`src/rtl/page_fetch_arbiter.sv`:
```
// ---------------------------------------------------------------------------
// page_fetch_arbiter
//
// Arbitrates access to a single-port SDRAM controller between two clients:
// - Page reads requested from the VGA domain. A rising edge on the tag's
//   buffer-low bit queues the tagged line index in a small FIFO.
// - User reads and writes, requested with a level handshake.
// Page reads win only at the IDLE decision point. A transaction that is
// already running is never pre-empted.
//
// Optional feature: define PAGE_FETCH_DROPCNT_EN to add oDropCnt. This is a
// saturating 8-bit count of page requests dropped because the FIFO was full.
//
// Ports
//   iClock     in   1        main clock, rising-edge active
//   RESET      in   1        asynchronous, active-low reset
//   iTag       in   Y_W+1    VGA-domain tag: [Y_W] buffer-low, [Y_W-1:0] line
//   iCall      in   2        user request, [1] write, [0] read (held to oDone)
//   oDone      out  2        user completion pulses, [1] write, [0] read
//   oCall      out  3        SDRAM request, [2] page read, [1] write, [0] read
//   iDone      in   3        SDRAM completion pulses, same mapping as oCall
//   oAddrPage  out  ADDR_W   start word address of the page being read
//   oOverflow  out  1        sticky: a page request was dropped
//   oBusy      out  1        state machine is not IDLE
//   oDropCnt   out  8        (PAGE_FETCH_DROPCNT_EN only) dropped-request count
// ---------------------------------------------------------------------------
module page_fetch_arbiter #(
    parameter int Y_W        = 10,
    parameter int LINE_SHIFT = 9,
    parameter int ADDR_W     = 24,
    parameter int DEPTH_LOG2 = 2
) (
    input  logic              iClock,
    input  logic              RESET,
    input  logic [Y_W:0]      iTag,
    input  logic [1:0]        iCall,
    output logic [1:0]        oDone,
    output logic [2:0]        oCall,
    input  logic [2:0]        iDone,
    output logic [ADDR_W-1:0] oAddrPage,
    output logic              oOverflow,
`ifdef PAGE_FETCH_DROPCNT_EN
    output logic [7:0]        oDropCnt,
`endif
    output logic              oBusy
);

    localparam int                CNT_W    = DEPTH_LOG2 + 1;
    localparam int                DEPTH    = 1 << DEPTH_LOG2;
    localparam logic [CNT_W-1:0]  FULL_CNT = CNT_W'(DEPTH);
    localparam logic [CNT_W-1:0]  CNT_ONE  = CNT_W'(1);

    typedef enum logic [1:0] {IDLE, GFETCH, USER} stateType;

    stateType                state, nextState;
    logic [2:0]              nextCall;
    logic [ADDR_W-1:0]       nextAddr;

    // Tag synchroniser. Only the warning bit of the second stage is ever
    // consumed, so that stage keeps just that bit.
    logic [Y_W:0]            syncF1;
    logic                    syncF2Warn;

    logic [Y_W-1:0]          fifoMem [DEPTH];
    logic [DEPTH_LOG2-1:0]   wrPtr, rdPtr;
    logic [CNT_W-1:0]        fifoCount;

    logic                    tagRise, fifoFull, popReq, pushOk, pushDrop;
    logic [ADDR_W+Y_W-1:0]   headWide;

    assign tagRise  = syncF1[Y_W] & ~syncF2Warn;
    assign fifoFull = (fifoCount == FULL_CNT);
    // A full FIFO still accepts a push when the head leaves in the same cycle.
    assign pushOk   = tagRise & (~fifoFull | popReq);
    assign pushDrop = tagRise & fifoFull & ~popReq;
    assign headWide = (ADDR_W+Y_W)'(fifoMem[rdPtr]) << LINE_SHIFT;
    assign oBusy    = (state != IDLE);

    always_ff @(posedge iClock or negedge RESET) begin
        // NOTE: all sequential state uses non-blocking assignment so every
        // register samples pre-edge values regardless of block ordering.
        if (!RESET) begin
            syncF1     <= '0;
            syncF2Warn <= 1'b0;
        end else begin
            syncF1     <= iTag;
            syncF2Warn <= syncF1[Y_W];
        end
    end

    // NOTE: the FIFO storage has no reset. The pointers and count define
    // which entries are valid, and resetting the array would only add logic.
    always_ff @(posedge iClock) begin
        if (pushOk) begin
            fifoMem[wrPtr] <= syncF1[Y_W-1:0];
        end
    end

    always_ff @(posedge iClock or negedge RESET) begin
        if (!RESET) begin
            wrPtr     <= '0;
            rdPtr     <= '0;
            fifoCount <= '0;
            oOverflow <= 1'b0;
        end else begin
            if (pushOk) wrPtr <= wrPtr + 1'b1;
            if (popReq) rdPtr <= rdPtr + 1'b1;
            case ({pushOk, popReq})
                2'b10:   fifoCount <= fifoCount + CNT_ONE;
                2'b01:   fifoCount <= fifoCount - CNT_ONE;
                default: fifoCount <= fifoCount;
            endcase
            if (pushDrop) oOverflow <= 1'b1;
        end
    end

`ifdef PAGE_FETCH_DROPCNT_EN
    always_ff @(posedge iClock or negedge RESET) begin
        if (!RESET) begin
            oDropCnt <= 8'd0;
        end else if (pushDrop && (oDropCnt != 8'hFF)) begin
            oDropCnt <= oDropCnt + 8'd1;
        end
    end
`endif

    // State, request and address registers. oCall is registered so that it
    // stays constant for the whole transaction.
    always_ff @(posedge iClock or negedge RESET) begin
        if (!RESET) begin
            state     <= IDLE;
            oCall     <= 3'b000;
            oAddrPage <= '0;
        end else begin
            state     <= nextState;
            oCall     <= nextCall;
            oAddrPage <= nextAddr;
        end
    end

    always_comb begin
        // NOTE: every output of this block gets a default first. A path that
        // leaves one unassigned would infer a latch.
        nextState = state;
        nextCall  = oCall;
        nextAddr  = oAddrPage;
        popReq    = 1'b0;
        oDone     = 2'b00;
        case (state)
            IDLE: begin
                if (fifoCount != '0) begin
                    nextState = GFETCH;
                    nextCall  = 3'b100;
                    nextAddr  = headWide[ADDR_W-1:0];
                end else if (iCall != 2'b00) begin
                    nextState = USER;
                    // Write wins when both request bits are set.
                    nextCall  = {1'b0, iCall[1], iCall[0] & ~iCall[1]};
                end
            end
            GFETCH: begin
                if (iDone[2]) begin
                    popReq    = 1'b1;
                    nextState = IDLE;
                    nextCall  = 3'b000;
                end
            end
            USER: begin
                // Only the completion bit of the active request counts.
                oDone = iDone[1:0] & oCall[1:0];
                if (oDone != 2'b00) begin
                    nextState = IDLE;
                    nextCall  = 3'b000;
                end
            end
            default: begin
                nextState = IDLE;
                nextCall  = 3'b000;
            end
        endcase
    end

endmodule

```
`config.mk`:
```
export PLATFORM = sky130hd
export DESIGN_NAME = page_fetch_arbiter
export DESIGN_NICKNAME = d
export VERILOG_FILES = /design/src/rtl/page_fetch_arbiter.sv
export SDC_FILE = /design/constraint.sdc
export NUM_CORES = 1
export LEC_CHECK = 0
export ABC_AREA = 0
export BUFFER_PORTS_ARGS = -buffer_cell sky130_fd_sc_hd__buf_2
export CAP_MARGIN = 20
export CORE_MARGIN = 10
export CORE_UTILIZATION = 50
export CTS_CLUSTER_DIAMETER = 40
export DETAILED_ROUTE_END_ITERATION = 16
export PLACE_DENSITY = 0.75
export REMOVE_ABC_BUFFERS = 1
export SYNTH_ARGS = -nofsm -noshare
export SYNTH_HDL_FRONTEND = slang
export SYNTH_SLANG_ARGS = --single-unit
```
`constraint.sdc`:
```
create_clock -name iClock -period 1.9 [get_ports iClock]
set_clock_uncertainty 0.05 [all_clocks]
set_input_delay 0.095 -clock iClock [delete_from_list [all_inputs] [get_ports iClock]]
set_output_delay 0.095 -clock iClock [all_outputs]
set_load 0.02 [all_outputs]
```
==> impl_metrics.toml <==
[synth]
synth_edf_count = 40
syn_area_um2 = 2940
synth_top_area_share = 0.409
synthArstFlopShare = 0.459
synthCells = 174
yosysTopAreaCell = "edfxtp_1"
ys_seq_area_frac = 0.698
ys_types = 39
syn_avg_cell_area_um2 = 16.9
yosys_warnings = 0
ys.flop_type = "edfxtp_1"
ys_ff_latch = 74
netlist_top_cells_area = "edfxtp_1 41%, dfrtp_1 29%, mux4_2 6.1%"

[final_layout]
num_antenna_cells = 0
nets = 261
mostFrequentLayoutCells = "40 x edfxtp_1, 34 x dfrtp_1, 34 x buf_2"
layout_commonest_cell = "edfxtp_1"
postLayoutCoreUtil = 0.642
syn2layout_area_growth_pct = 22.4
n_fill_cell = 411
drive_above_1_share = 0.333

[critical_path]
crit_arrival_ns = 1.94
cp.required_ns = 2.08
cp-end-kind = "flop"
critPathMaxFanout = 5
crit_type = "reg -> reg"
startpoint_type = "flop"
r2r_cells = 6

[route]
wl_per_cell_um = 15.8
wirelength_um = 4980
vias = 1532
vias_per_cell = 4.86
drt_iter0_markers = 81
ant_nets = 0
drc = 0
drt-pass1-iter-count = 4

[sta]
period_minus_slack_ns = 1.76
finalCritPeriodShare = 0.929
slew_headroom = 0.484
hold_slack_ns = 0.0575
hold_viol_final = 0
rsz0062_at_grt = "false"
drv_slew = 0
worst_slew_pin_slew_ns = 0.774
setup-violations-final = 0
fmax_mhz = 567

[global_routing]
gr-usage-all-layers = 0.109
overflow = 0
antenna_found_initial = 0
grt_max_degree = 35
first_global_vias = 1653
grt_first_pass_wirelength_um = 8200

[place]
dp_hpwl_um = 3410
finalWeightedCongestion = 0.769
io_buffer_count = 34

[clock_network]
root_buffer = "clkbuf_8"
clkTransAtPathRegs_ns = 0.07
cts_buffers = 9
cts_tree = "built"
insertion_delay_ns = 0.34
h-tree-depth = 3
cts.sinks = 74
ctsLongestPathBuffers = 2

[min_path]
min_path_cells = 4
hp-class = "in -> reg"

[floorplan]
fp-row-count = 27
dieHeight_um = 96.7
die_width_um = 96.7
pin_count = 49
dieArea_um2 = 9350
core_um2 = 5610
start_util = 0.524

[power]
irDropWorstVdd_mv = 0.692
leakage_nw = 1.46
cellPowerDensity_nw_per_um2 = 1480

[outcome]
status = "finished clean"

[run]
cap_violations = 0
[power by group]
part	internal [mW]	total, mW	switching [mW]
Combinational	0.891	1.80	0.912
Clock	0.730	1.27	0.539
Sequential	2.05	2.27	0.222
[per-stage QoR]
stage | cells | worst slack, ns | area, um2 | power (mW) | setup TNS [ns]
finish | 315 | 0.135 | 3600 | 5.34 | 0
global route | 315 | 0.00182 | 3600 | 5.67 | 0
CTS | 314 | 0.0358 | 3580 | 5.39 | 0
detailed placement | 284 | 0.0349 | 3230 | 4.10 | 0
global placement | 284 | 0.113 | 3230 | 4.04 | 0
floorplan | 170 | -0.123 | 2860 | 3.48 | -0.123
[synth_stat cells, types with 2 or more instances]
cell type	number
edfxtp_1	40
dfrtp_1	34
buf_4	15
mux2_2	10
mux4_2	8
nor2_1	8
inv_1	7
nand2_1	6
and2_1	4
ha_1	4
a21oi_1	3
xnor2_1	3
mux4_1	2
nand2b_1	2
nor2b_1	2
o21ai_0	2
o22ai_1	2
[metal layers]
layer | track usage | part of all wire | routed length [um] | vias up
li1 | - | - | - | 738
met3 | 0.0405 | 0.057 | 286 | 14
met2 | 0.175 | 0.49 | 2460 | 46
met1 | 0.124 | 0.43 | 2130 | 734
met5 | 0 | 0 | 0 | -
met4 | 0.0552 | 0.022 | 112 | 0
[worst paths after layout]
| path | endpoint | slack [ns] | from |
|---|---|---|---|
| setup reg to reg | fifoCount[2] | 0.14 | state[1] |
| hold / removal | state[1] | 0.06 | iDone[0] |
| hold reg to reg | syncF2Warn | 0.35 | syncF1[10] |
| setup / recovery | fifoCount[2] | 0.14 | state[1] |
| min in group asynchronous | oAddrPage[11] | 0.31 | RESET |
| max in group asynchronous | oAddrPage[13] | 0.99 | RESET |
[repair_timing]
action | 4_1_cts | 5_1_grt
hold buffers | 14 | 0
endpoints found under the hold margin | 47 | 0
buffers inserted | 0 | 1
resized for setup | 0 | 3
setup endpoints to repair | 0 | 1
[kinds of logic (layout without fill, tap and decap cells)]
logic type | after synthesis | count (layout) | share of synthesized area
adder cells (fa/ha/maj) | 5 | 5 | 0.0238
flip-flops | 74 | 74 | 0.698
XOR/XNOR | 3 | 3 | 0.00894
other | 1 | 14 | 0.00128
AO/OA/AOI/OAI | 15 | 15 | 0.0379
multiplexers | 21 | 21 | 0.121
AND/OR/NAND/NOR | 31 | 31 | 0.0566
buffers and inverters | 24 | 80 | 0.0524
[cell type report]
class	instances	area [um2]	share of cell area
sequential	74	2050	0.570
multi-input combinational	89	793	0.220
clock buffer	10	128	0.0355
tap	72	90.1	0.0250
inverter	7	26.3	0.00730
clock inverter	6	81.3	0.0226
timing repair buffer	57	428	0.119
[worst max-delay path, stage by stage (launching register included)]
cell,delay [ns]
dfrtp_1,0.41
nand3b_1,0.20
nor2_2,0.13
inv_1,0.08
fa_2,0.38
nor4_2,0.28
o22ai_1,0.12
[sequential cells by signal, indices dropped and copies added, names as in the netlist]
name / flops
fifoMem: 40
syncF1: 11
oAddrPage: 10
fifoCount: 3
oCall: 2
rdPtr: 2
state: 2
wrPtr: 2
oOverflow: 1
syncF2Warn: 1
No activity file was read; power rests on OpenSTA's default activity.
